`config.mk`:
```
export PLATFORM = sky130hd
export DESIGN_NAME = divide_arbiter
export DESIGN_NICKNAME = d
export VERILOG_FILES = /design/src/rtl/divide_arbiter.sv
export SDC_FILE = /design/constraint.sdc
export NUM_CORES = 1
export LEC_CHECK = 0
export ABC_AREA = 1
export BUFFER_PORTS_ARGS = -buffer_cell sky130_fd_sc_hd__buf_4
export CORE_AREA = 2 2 184 186
export CTS_CLUSTER_DIAMETER = 80
export CTS_CLUSTER_SIZE = 14
export DETAILED_ROUTE_END_ITERATION = 10
export DIE_AREA = 0 0 186 188
export PLACE_DENSITY = 0.5
export SLEW_MARGIN = 20
export SYNTH_ARGS = -nofsm -noshare
export SYNTH_HDL_FRONTEND = slang
export SYNTH_SLANG_ARGS = --single-unit
```
`constraint.sdc`:
```
create_clock -name clk_i -period 8.4 [get_ports clk_i]
set_clock_uncertainty 0.2 [all_clocks]
set_input_delay 0.84 -clock clk_i [delete_from_list [all_inputs] [get_ports clk_i]]
set_output_delay 0.84 -clock clk_i [all_outputs]
set_load 0.01 [all_outputs]
```
`src/rtl/divide_arbiter.sv`:
```
// rtl/divide_arbiter.sv - round-robin arbiter sharing one pipelined divider with in-order result routing
module divide_arbiter #(
    parameter int N_REQ      = 4,
    parameter int DATA_WIDTH = 32,
    parameter int TAG_DEPTH  = 8
) (
    input  logic                          clk_i,
    input  logic                          rst_ni,
    input  logic [N_REQ-1:0]              req_valid_i,
    output logic [N_REQ-1:0]              req_ready_o,
    input  logic [N_REQ*DATA_WIDTH-1:0]   req_numer_i,
    input  logic [N_REQ*DATA_WIDTH-1:0]   req_denom_i,
    output logic [N_REQ-1:0]              resp_valid_o,
    input  logic [N_REQ-1:0]              resp_ready_i,
    output logic [DATA_WIDTH-1:0]         resp_quotient_o,
    output logic [DATA_WIDTH-1:0]         resp_remain_o,
    output logic                          resp_dbz_o,
    input  logic                          div_ready_in_i,
    output logic                          div_valid_in_o,
    output logic [DATA_WIDTH-1:0]         div_numer_in_o,
    output logic [DATA_WIDTH-1:0]         div_denom_in_o,
    output logic                          div_ready_out_o,
    input  logic                          div_valid_out_i,
    input  logic [DATA_WIDTH-1:0]         div_quotient_i,
    input  logic [DATA_WIDTH-1:0]         div_remain_i,
    output logic [$clog2(TAG_DEPTH):0]    inflight_o,
    output logic                          tag_err_o
);
    localparam int REQ_W = $clog2(N_REQ);
    localparam int PTR_W = $clog2(TAG_DEPTH);
    localparam int CNT_W = PTR_W + 1;

    logic [REQ_W-1:0] rr_ptr_q, rr_ptr_d;
    logic [PTR_W-1:0] wr_ptr_q, wr_ptr_d;
    logic [PTR_W-1:0] rd_ptr_q, rd_ptr_d;
    logic [CNT_W-1:0] count_q, count_d;
    logic             tag_err_q, tag_err_d;

    logic [REQ_W-1:0] tag_owner_q [TAG_DEPTH];
    logic             tag_dbz_q   [TAG_DEPTH];

    logic [REQ_W-1:0] grant_idx;
    logic             issue;
    logic             pop;
    logic             has_tag;
    logic             full;
    logic [REQ_W-1:0] head_owner;
    logic             grant_dbz;

    // Round-robin search starting at rr_ptr; descending loop lets the nearest requester win.
    always_comb begin
        grant_idx = '0;
        for (int k = N_REQ - 1; k >= 0; k--) begin
            if (req_valid_i[(int'(rr_ptr_q) + k) % N_REQ]) begin
                grant_idx = REQ_W'((int'(rr_ptr_q) + k) % N_REQ);
            end
        end
    end

    assign has_tag    = (count_q != '0);
    assign full       = (count_q == CNT_W'(TAG_DEPTH));
    assign head_owner = tag_owner_q[rd_ptr_q];
    assign grant_dbz  = (req_denom_i[grant_idx*DATA_WIDTH +: DATA_WIDTH] == '0);

    // Issue is masked during reset so no request is acknowledged while state is being cleared.
    assign issue = rst_ni & (|req_valid_i) & div_ready_in_i & ~full;
    assign pop   = div_valid_out_i & has_tag & resp_ready_i[head_owner];

    assign req_ready_o     = issue ? (N_REQ'(1) << grant_idx) : '0;
    assign div_valid_in_o  = issue;
    assign div_numer_in_o  = req_numer_i[grant_idx*DATA_WIDTH +: DATA_WIDTH];
    assign div_denom_in_o  = req_denom_i[grant_idx*DATA_WIDTH +: DATA_WIDTH];

    assign resp_valid_o    = (div_valid_out_i & has_tag) ? (N_REQ'(1) << head_owner) : '0;
    assign resp_quotient_o = div_quotient_i;
    assign resp_remain_o   = div_remain_i;
    assign resp_dbz_o      = tag_dbz_q[rd_ptr_q];
    // With no tag outstanding any divider output is stray, so accept it to keep the pipe draining.
    assign div_ready_out_o = has_tag ? resp_ready_i[head_owner] : 1'b1;

    assign inflight_o = count_q;
    assign tag_err_o  = tag_err_q;

    // Next-state for arbitration pointer, tag FIFO pointers/occupancy and sticky error.
    always_comb begin
        rr_ptr_d  = rr_ptr_q;
        wr_ptr_d  = wr_ptr_q;
        rd_ptr_d  = rd_ptr_q;
        count_d   = count_q;
        tag_err_d = tag_err_q;
        if (issue) begin
            rr_ptr_d = (grant_idx == REQ_W'(N_REQ - 1)) ? '0 : grant_idx + 1'b1;
            wr_ptr_d = wr_ptr_q + 1'b1;
        end
        if (pop) begin
            rd_ptr_d = rd_ptr_q + 1'b1;
        end
        case ({issue, pop})
            2'b10:   count_d = count_q + 1'b1;
            2'b01:   count_d = count_q - 1'b1;
            default: count_d = count_q;
        endcase
        if (div_valid_out_i && !has_tag) begin
            tag_err_d = 1'b1;
        end
    end

    // Control state with asynchronous active-low reset.
    always_ff @(posedge clk_i or negedge rst_ni) begin
        if (!rst_ni) begin
            rr_ptr_q  <= '0;
            wr_ptr_q  <= '0;
            rd_ptr_q  <= '0;
            count_q   <= '0;
            tag_err_q <= 1'b0;
        end else begin
            rr_ptr_q  <= rr_ptr_d;
            wr_ptr_q  <= wr_ptr_d;
            rd_ptr_q  <= rd_ptr_d;
            count_q   <= count_d;
            tag_err_q <= tag_err_d;
        end
    end

    // Tag storage: owner and divide-by-zero flag of each issued operation, read back in order.
    always_ff @(posedge clk_i) begin
        if (issue) begin
            tag_owner_q[wr_ptr_q] <= grant_idx;
            tag_dbz_q[wr_ptr_q]   <= grant_dbz;
        end
    end
endmodule

```
==> run metrics <==
result of the run=finished, final reports clean; DRC errors left=0; Yosys warnings=0; share of the synthesized area in the top cell type=19.2%; gr usage total=between 10% and 20%; count of nets after finishing=1,410; number of gates given a new drive strength after cts=0; setup ws final=3010 ps; global-route wire length before repair=33,600 um; final worst path period share=64.2%; site row count=67; actual slew at the worst max-slew pin=roughly 880 ps; TritonCTS buffer count=5; Synth Net Count=1,165; Layout area overhead=51.9%; Most used DFF post-synth=sky130_fd_sc_hd__edfxtp_1; number of DRC markers in iteration 0=354; mean instance size in the synthesized netlist=6.12 um2; number of flops mapped to enable cells by yosys=24; starting density of the core=15.2%; capturing element type of the critical path=output port; dominant cells by area after synthesis=sky130_fd_sc_hd__nand2_1 19%, sky130_fd_sc_hd__edfxtp_1 14%, sky130_fd_sc_hd__buf_4 9.8%; residual antenna-violating net count after detailed routing=0; hold violation count in the final report=0; hpwl dp=~18,000 um; Die Wd=186 um; most common cell in the netlist=sky130_fd_sc_hd__nand2_1; max-capacitance violation count=0; total wire length after detailed routing=between 20,000 and 25,000 um; remaining max-slew budget at the tightest pin=41.1%; FMAX=0.186 GHz; post-CTS setup buffer count=0; pin count of the biggest net entering global routing=76; I/O pin cnt=476; via count of the first global-routing pass=approximately 6,000; Clock Sink Count=37; root buffer cell=sky130_fd_sc_hd__clkbuf_16; final setup violating endpoints=0; number of iterations in the first detailed-routing pass=5; share of synthesized area occupied by flip-flops and latches=20.7%; largest vdd supply drop=around 0.25 mV; type of the tightest min-delay check=in -> async; post-placement setup slack=between 2000 and 3000 ps; P_leak=between 0.003 and 0.004 uW; most common library cells after synthesis=258 x sky130_fd_sc_hd__nand2_1, 99 x sky130_fd_sc_hd__inv_1, 85 x sky130_fd_sc_hd__nand3_1, 66 x sky130_fd_sc_hd__buf_4; final weighted congestion in routability-driven placement=0.880; Post-Synthesis Cells=around 800; library cell occupying the most area in the post-synthesis netlist=sky130_fd_sc_hd__nand2_1; H-tree depth reported by CTS=2; antenna violations before repair=0; power density over the cells=473 nW/um2; accumulated negative setup slack=0 ps; Die Area=35,000 um2; count of pins over their slew limit=0; vertical die dimension=188 um; number of hold buffers added after CTS=0; clock tree buffer depth=2; placeable core region=33,100 um2; Setup CP Type=in -> out; Vias/cell=4.08; critical path fanouts, max=75; final global-route overflow total=0; number of distinct library cells after synthesis=35; vias after detailed routing=6,187; port buffer count=347; Clock Pin Slew Worst Setup and Hold Paths=60 ps; Arr. time, crit path=4350 ps; diode count=0; fraction of registers with async set/reset=roughly a third; setup repair after global routing missed its margin=false; CTS tree=done; post-synthesis cell area=between 5000 and 6000 um2; Worst Setup Start Kind=primary input; utilization after layout=23.1%; average routed wire per standard cell=14.8 um; flip-flop and latch count after synthesis=37; worst-skew pair later-pin latency=280 ps; share of layout cells above drive strength 1=between 30% and 40%; fin crit period=5390 ps; required time worst endpoint=7360 ps
-- metal layers --
layer	up-vias	global-route usage, %	wire, um
met1	2802	16.3	9800
met3	16	4.33	2160
met2	282	19.4	10300
li1	3087	-	-
met5	-	0	0
met4	0	1.45	206
-- worst max-delay path, stage by stage --
cell and delay [ps]:
sky130_fd_sc_hd__buf_4 110, sky130_fd_sc_hd__inv_1 90, sky130_fd_sc_hd__nand2_1 80, sky130_fd_sc_hd__nand3_1 130, sky130_fd_sc_hd__nand2_1 80, sky130_fd_sc_hd__nand3_2 100, sky130_fd_sc_hd__nand3_4 560, sky130_fd_sc_hd__nand2_4 950
sky130_fd_sc_hd__buf_4 680, sky130_fd_sc_hd__nand2_1 130, sky130_fd_sc_hd__a32oi_1 330, sky130_fd_sc_hd__buf_4 180
-- cells in the final DEF, fill, tap and decap left out, types with 3 or more instances in the layout --
cell and count:
sky130_fd_sc_hd__nand3_1 85, sky130_fd_sc_hd__a21oi_1 34, sky130_fd_sc_hd__dfrtp_1 13, sky130_fd_sc_hd__xnor2_1 3, sky130_fd_sc_hd__ha_1 9, sky130_fd_sc_hd__o22ai_1 3
sky130_fd_sc_hd__o21ai_0 13, sky130_fd_sc_hd__o211ai_1 3, sky130_fd_sc_hd__inv_1 99, sky130_fd_sc_hd__nand3b_1 55, sky130_fd_sc_hd__edfxtp_1 24, sky130_fd_sc_hd__inv_2 3
sky130_fd_sc_hd__nor2_1 55, sky130_fd_sc_hd__xor2_1 4, sky130_fd_sc_hd__a32oi_1 32, sky130_fd_sc_hd__buf_4 352, sky130_fd_sc_hd__nand2_1 258, sky130_fd_sc_hd__clkbuf_16 5
-- through the flow --
stage	hold WS (ps)	cells	total power, uW	area [um2]
2_1_floorplan	293	824	2220	5040
3_5_place_dp	264	1510	3450	7510
6_report	206	1518	3620	7660
3_3_place_gp	262	1510	3440	7510
5_1_grt	210	1518	3980	7660
4_1_cts	205	1518	3650	7660
-- worst paths after layout --
path	start	endpoint	slack, ps	cells after the start
worst min-delay path	rst_ni	tag_err_o	210	1
worst max register to register	rr_ptr_q[0]	tag_dbz_q[0]	3360	15
worst min register to register	tag_err_o	tag_err_o	270	1
worst max-delay path	req_valid_i[1]	div_numer_in_o[28]	3010	12
min in group clk_i	tag_err_o	tag_err_o	270	1
max in group asynchronous	rst_ni	rd_ptr_q[1]	7610	1
-- power by group --
| group | switching [uW] | leakage, uW | internal, uW |
|---|---|---|---|
| registers | 57.9 | 0.000374 | 262 |
| logic | 1900 | 0.00350 | 1210 |
| clock network | 74.1 | 0.0000738 | 110 |
-- area by class of cell --
| type | instances | area [um2] |
|---|---|---|
| clock buffer | 5 | 125 |
| sequential | 37 | 1050 |
| clock inverter | 3 | 22.5 |
| inverter | 103 | 388 |
| tap | 448 | 561 |
| timing repair buffer | 352 | 2640 |
| fill | 3779 | 25500 |
| multi-input combinational | 570 | 2880 |
-- cells by family after synthesis --
kind of cell	Yosys count	synth area share, %
adders and majority gates	9	2.23
AOI/OAI and AO/OA	91	11.8
and+or+nand+nor	463	41.7
xor gates and xnor gates	7	1.22
buffers and inverters	217	22.3
DFF	37	20.7
-- registers in the layout, summed over array words and instances, names as in the netlist --
| signal | cells |
|---|---|
| inflight_o | 4 |
| tag_dbz_q | 8 |
| rr_ptr_q | 2 |
| tag_owner_q | 16 |
| rd_ptr_q | 3 |
| tag_err_o | 1 |
| wr_ptr_q | 3 |
(Power assumes the default switching activity.)
